### config.mk
export PLATFORM = sky130hd
export DESIGN_NAME = gen_arb_rr_grnt
export DESIGN_NICKNAME = d
export VERILOG_FILES = /design/src/rtl/gen_arb_rr_grnt.sv
export SDC_FILE = /design/constraint.sdc
export NUM_CORES = 1
export LEC_CHECK = 0
export BUFFER_PORTS_ARGS = -buffer_cell sky130_fd_sc_hd__buf_2
export CAP_MARGIN = 25
export CORE_MARGIN = 2
export CORE_UTILIZATION = 25
export DETAILED_ROUTE_END_ITERATION = 12
export PLACE_DENSITY = 0.45
export SETUP_SLACK_MARGIN = 0.05
export SYNTH_ARGS = -nofsm -noshare
export SYNTH_HDL_FRONTEND = slang
export SYNTH_SLANG_ARGS = --single-unit
### constraint.sdc
create_clock -name clk -period 2.1 [get_ports clk]
set_input_delay 0.21 -clock clk [delete_from_list [all_inputs] [get_ports clk]]
set_output_delay 0.21 -clock clk [all_outputs]
set_load 0.02 [all_outputs]
### src/rtl/gen_arb_rr_grnt.sv
// -----------------------------------------------------------------------------
// gen_arb_rr_grnt -- grant-issuing stage of a round-robin arbiter.
//
// Arbitrates the request bus against the round-robin priority mask returned by
// the mask-update stage. The grant is registered and one-hot. It is held until
// the owner strobes a release, drops its request, or has held the grant for
// MAX_HOLD cycles. Every grant is followed by a one-cycle idle bubble. The
// bubble gives the mask-update stage time to register the grant that just
// ended, so the mask is never stale when the next arbitration happens.
//
// Ports:
//   clk       in   clock, rising edge
//   rst_n     in   synchronous reset, ACTIVE HIGH (1 = reset)
//   rqsts     in   [WID]    level-sensitive request bus, one bit per requester
//   mask      in   [WID]    priority window from the mask-update stage
//                           (bit=1 means high priority); used only in IDLE
//   rls       in   release strobe from the current owner; ignored in IDLE
//   grnts     out  [WID]    registered one-hot grant bus, zero when idle
//   grnt_vld  out  registered, equals |grnts
//   grnt_idx  out  [IDX_W]  registered binary index of the grant, 0 when idle
//   tmo       out  registered single-cycle pulse on a timeout release
// -----------------------------------------------------------------------------
`timescale 1ns/1ps

module gen_arb_rr_grnt #(
  parameter int WID      = 16,
  parameter int MAX_HOLD = 64,
  parameter int IDX_W    = (WID > 1) ? $clog2(WID) : 1,
  parameter int CNT_W    = (MAX_HOLD > 0) ? $clog2(MAX_HOLD + 1) : 1
) (
  input  logic             clk,
  input  logic             rst_n,
  input  logic [WID-1:0]   rqsts,
  input  logic [WID-1:0]   mask,
  input  logic             rls,
  output logic [WID-1:0]   grnts,
  output logic             grnt_vld,
  output logic [IDX_W-1:0] grnt_idx,
  output logic             tmo
);

  typedef enum logic {
    ST_IDLE  = 1'b0,
    ST_GRANT = 1'b1
  } state_t;

  // MAX_HOLD == 0 disables the timeout. In that case the counter is pinned at 0.
  localparam bit             TMO_EN   = (MAX_HOLD != 0);
  localparam logic [CNT_W-1:0] CNT_LAST = TMO_EN ? CNT_W'(MAX_HOLD - 1) : '0;
  localparam logic [CNT_W-1:0] CNT_SAT  = CNT_W'(MAX_HOLD);

  // ---------------------------------------------------------------------------
  // State registers
  // ---------------------------------------------------------------------------
  state_t           r_state;
  logic [WID-1:0]   r_grnts;
  logic             r_vld;
  logic [IDX_W-1:0] r_idx;
  logic             r_tmo;
  logic [CNT_W-1:0] r_cnt;

  // Next-state values
  state_t           w_state_nxt;
  logic [WID-1:0]   w_grnts_nxt;
  logic             w_vld_nxt;
  logic [IDX_W-1:0] w_idx_nxt;
  logic             w_tmo_nxt;
  logic [CNT_W-1:0] w_cnt_nxt;

  // ---------------------------------------------------------------------------
  // Arbitration: the masked window wins if it holds any request. Otherwise
  // the full request bus is used. In both cases the lowest set bit wins.
  // ---------------------------------------------------------------------------
  logic [WID-1:0]   w_masked;
  logic [WID-1:0]   w_pool;
  logic [WID-1:0]   w_win_oh;
  logic [IDX_W-1:0] w_win_idx;

  assign w_masked = rqsts & mask;
  assign w_pool   = (|w_masked) ? w_masked : rqsts;
  // x & -x isolates the lowest set bit.
  assign w_win_oh = w_pool & (~w_pool + WID'(1));

  // NOTE: every combinational output gets a default before any branch. This
  // keeps the process free of inferred latches.
  always_comb begin
    w_win_idx = '0;
    // Scanning from the top downward leaves the lowest set bit's index.
    for (int i = WID - 1; i >= 0; i--) begin
      if (w_pool[i]) w_win_idx = IDX_W'(i);
    end
  end

  // ---------------------------------------------------------------------------
  // Grant-hold conditions
  // ---------------------------------------------------------------------------
  logic w_own_req;
  logic w_release;
  logic w_timeout;

  assign w_own_req = |(rqsts & r_grnts);
  assign w_release = rls | ~w_own_req;
  // A release in the same cycle takes precedence, so no tmo pulse is raised.
  assign w_timeout = TMO_EN && (r_cnt == CNT_LAST) && !w_release;

  // ---------------------------------------------------------------------------
  // Next-state / output logic
  // ---------------------------------------------------------------------------
  always_comb begin
    w_state_nxt = r_state;
    w_grnts_nxt = r_grnts;
    w_vld_nxt   = r_vld;
    w_idx_nxt   = r_idx;
    w_tmo_nxt   = 1'b0;
    w_cnt_nxt   = r_cnt;

    case (r_state)
      ST_IDLE: begin
        // Requests are taken directly in this cycle. They are not latched.
        if (|rqsts) begin
          w_state_nxt = ST_GRANT;
          w_grnts_nxt = w_win_oh;
          w_vld_nxt   = 1'b1;
          w_idx_nxt   = w_win_idx;
          w_cnt_nxt   = '0;
        end
      end

      ST_GRANT: begin
        if (w_release || w_timeout) begin
          // Returning to IDLE forces the one-cycle bubble before the next grant.
          w_state_nxt = ST_IDLE;
          w_grnts_nxt = '0;
          w_vld_nxt   = 1'b0;
          w_idx_nxt   = '0;
          w_cnt_nxt   = '0;
          w_tmo_nxt   = w_timeout;
        end else if (r_cnt != CNT_SAT) begin
          w_cnt_nxt = r_cnt + CNT_W'(1);
        end
      end

      default: begin
        w_state_nxt = ST_IDLE;
      end
    endcase
  end

  // ---------------------------------------------------------------------------
  // Registers. rst_n is active high and synchronous. It overrides an
  // in-flight grant without raising tmo.
  // ---------------------------------------------------------------------------
  // NOTE: sequential state is updated with non-blocking assignments. All
  // registers then sample their pre-edge values, whatever the statement order.
  always_ff @(posedge clk) begin
    if (rst_n) begin
      r_state <= ST_IDLE;
      r_grnts <= '0;
      r_vld   <= 1'b0;
      r_idx   <= '0;
      r_tmo   <= 1'b0;
      r_cnt   <= '0;
    end else begin
      r_state <= w_state_nxt;
      r_grnts <= w_grnts_nxt;
      r_vld   <= w_vld_nxt;
      r_idx   <= w_idx_nxt;
      r_tmo   <= w_tmo_nxt;
      r_cnt   <= w_cnt_nxt;
    end
  end

  assign grnts    = r_grnts;
  assign grnt_vld = r_vld;
  assign grnt_idx = r_idx;
  assign tmo      = r_tmo;

endmodule

==> summary.txt <==
Run status
  • Status: finished, final reports clean

Floorplanning
  • Die Ht: about 87 um
  • Ports: 57
  • Full die area: approximately 7500 um^2
  • Initial core utilization: 25.5%
  • Die width: slightly below 90 um
  • Core Box Area: roughly 6700 um^2
  • Row cnt: 30

STA
  • Final setup fails: 0
  • Worst Skew: between 0.005 and 0.006 ns
  • RSZ-0062 raised after global routing: yes
  • Slew HR: around 62%
  • Post-Route Setup TNS: 0 ns
  • Final worst-path cycle share: 94.4%
  • Fmax: 0.504 GHz
  • Max Slew Vio Count: 0
  • Final hold viol count: 0
  • Period minus WS final: just under 2 ns
  • Final WS setup: ~0.12 ns
  • Slew at the pin closest to its max-slew limit: 0.562 ns

Clocking
  • Clock root buffer: clkbuf_8
  • CTS Sinks: 30
  • Clk slew on worst S/H paths: approximately 0.070 ns
  • TritonCTS clock tree: yes
  • Max clock buf depth: 2
  • CTS Buf Count: 5
  • Clock latency on the worst-skew pair: 0.28 ns
  • H-tree Lvls: 2

Setup path
  • Crit-path cells: a22o_1, a221oi_1, and4_4, nor4b_4, a21o_1, or4_1, a21boi_1
  • Largest delay share family, worst path: simple AND/OR/NAND/NOR gates
  • CP Buf/Inv Count: 0
  • Worst Setup Path Type: reg -> reg
  • Worst path required time: approximately 2.3 ns
  • Slowest-stage cell, CP: or4_1
  • CP Max Fanout: 4
  • Worst setup EP type: flop
  • CP startpoint kind: flop
  • Critical Path Max Stage Delay: around 0.5 ns
  • Critical Path AT: ~2.2 ns

Yosys
  • Post-synthesis mux area share: less than 1%
  • Synth Cell Area: ~1700 um^2
  • Mean post-synth cell area: ~8.7 um^2
  • Compound-Gate Fraction of Synth Area: 34.1%
  • Simple-Gate Fraction of Synth Area: roughly 25%
  • Most used DFF post-synth: dfxtp_1
  • Asr flop ratio synth: 0%
  • Area contributors post-synth: dfxtp_1 (35%), a22o_1 (7.2%), nand2_1 (4.4%)
  • Main combinational cell family by area after synthesis: compound AO/OA/AOI/OAI gates
  • Synthesis Warnings: 0
  • Mapped Nets: 234
  • Post-synth top area share: between 30% and 40%
  • Post-synthesis cell type count: just over 50
  • Sequential area share after synthesis: a little over a third
  • Mapped Cells: 197
  • Adder-cell share of the synthesized area: under 10%
  • Post-synth EDFFs: 0
  • Post-synthesis share of cell area spent on xor and xnor gates: less than 1%
  • Yosys reg bits: 30
  • Cell taking the most area after synthesis: dfxtp_1

Cells and area
  • Final nets: approximately 340
  • Finished Cell Area: between 2000 and 3000 um^2
  • Layout cells sized above 1: about 42%
  • N_diodes: 0
  • Layout Area Growth over Synthesis: 49.3%
  • Fillers: 721

Drt
  • Routed Antenna Nets: 0
  • Routed vias/inst: 5.33
  • Total wire length: between 6000 and 7000 um
  • Drt drc: 0
  • Drt pass-1 iters: 4
  • Avg WL per Cell: approximately 16 um
  • DR iter-0 viols: 82
  • Routed vias: roughly 2000

Global route
  • GR Layer Usage met1: a little over a fifth
  • Vias in the first global route: approximately 2100
  • Most used routing layer: met2
  • Total grt overflow: 0
  • Grt met2 use: approximately 28%
  • Initial antenna violation count: 0
  • Met3 Use GR: ~3.5%
  • Total GRT Usage: roughly 17%
  • First-pass GRT wire length: 9950 um
  • Largest net degree at the start of global routing: 23

Place
  • DP Area: 2420 um^2
  • # port buffers: between 50 and 60
  • Place WS: -0.173 ns
  • Routability Congestion: 0.931
  • Final HPWL DP: 5090 um

Hold path
  • Hold WC Path Type: in -> reg

Job
  • Max_cap viols: 0

Pwr
  • Pleak: between 1 and 1.5 nW
  • Max VDD drop: approximately 0.00027 V
  • Pwr/cell area: ~520 nW/um^2
## placed cells by master (no fill, tap or decap), drive strengths merged, types with 7 or more instances in the layout
cell,count
buf,103
a221oi,7
o21ai,26
nand2,20
inv,8
a22o,14
nor2,9
clkbuf,7
dfxtp,30
nor4,7
## layout make-up
type	instances	area, um^2	share of cell area, %
Clock buffer	7	76.3	2.99
Inverter	8	30.0	1.18
Multi-Input combinational cell	154	1100	43.0
Sequential cell	30	604	23.7
Tap cell	80	100	3.92
Timing Repair Buffer	103	646	25.3
## sequential cells by signal (all words and copies together) (netlist names)
signal and cells:
grnts 16, r_state 1, tmo 1, grnt_idx 4, r_cnt 7, grnt_vld 1
## path summary, 6_finish.rpt
check / slack (ns) / depth (start not counted) / start / endpoint
worst max-delay path: 0.12 / 7 / grnts[2]$_SDFFE_PP0P_ / r_cnt[5]$_SDFFE_PP0P_
worst min-delay path: 0.26 / 2 / rst_n / r_cnt[0]$_SDFFE_PP0P_
worst min register to register: 0.45 / 2 / grnt_idx[2]$_SDFFE_PP0P_ / grnt_idx[2]$_SDFFE_PP0P_
worst max register to register: 0.12 / 7 / grnts[2]$_SDFFE_PP0P_ / r_cnt[5]$_SDFFE_PP0P_
## logic make-up (layout without fill, tap and decap cells)
kind of cell,after synthesis,in the layout
xor gates and xnor gates,1,1
adders and majority gates,2,2
DFF,30,30
and+or+nand+nor,70,70
buffers and inverters,13,118
muxes,1,1
AOI/OAI and AO/OA,80,80
## layer usage
metal | wire length [um] | up-vias
li1 | - | 984
met1 | 2680 | 956
met2 | 3000 | 76
met3 | 347 | 21
met4 | 243 | 0
met5 | 0 | -
## per-stage QoR
stage / power [mW] / utilization, % / cells / hold slack, ns
final: 1.32 / 38.0 / 382 / 0.262
after global routing: 1.39 / 38.0 / 382 / 0.267
after CTS: 1.34 / 37.3 / 381 / 0.260
after detailed placement: 0.881 / 36.0 / 374 / 0.443
after global placement: 0.884 / 36.0 / 374 / 0.439
after floorplan: 0.722 / - / 197 / 0.399
## where the power goes
group	internal (mW)	total, mW	switching [mW]
clock network	0.228	0.444	0.216
registers	0.582	0.591	0.00929
logic	0.133	0.284	0.151
## synthesized netlist by cell type (all sizes together) (2+ instances only)
master	count
a22oi	2
nor3	3
nand2b	3
nand4	4
a22o	14
a32o	3
o21a	6
clkbuf	3
a21boi	2
nand2	20
dfxtp	30
inv	8
nor3b	4
a211oi	2
buf	2
nand3	5
a21oi	4
nor4	7
nor2	9
and2	4
o21ai	26
o211ai	3
and4	2
nand3b	2
ha	2
a221oi	7
o31ai	4
## worst register-to-register path: stages (launching register included)
cell	delay (ns)
dfxtp_1	0.31
a22o_1	0.23
a221oi_1	0.25
and4_4	0.29
nor4b_4	0.06
a21o_1	0.17
or4_1	0.50
a21boi_1	0.12
## what timing repair did
item                       CTS  global route
setup endpoints to repair    1            24
setup buffers                0             1
hold endpoints to repair     0             0
pin swaps                    0             5
hold buffers                 0             0
gates resized for setup      1            12
Power figures use the tool's default switching activity.
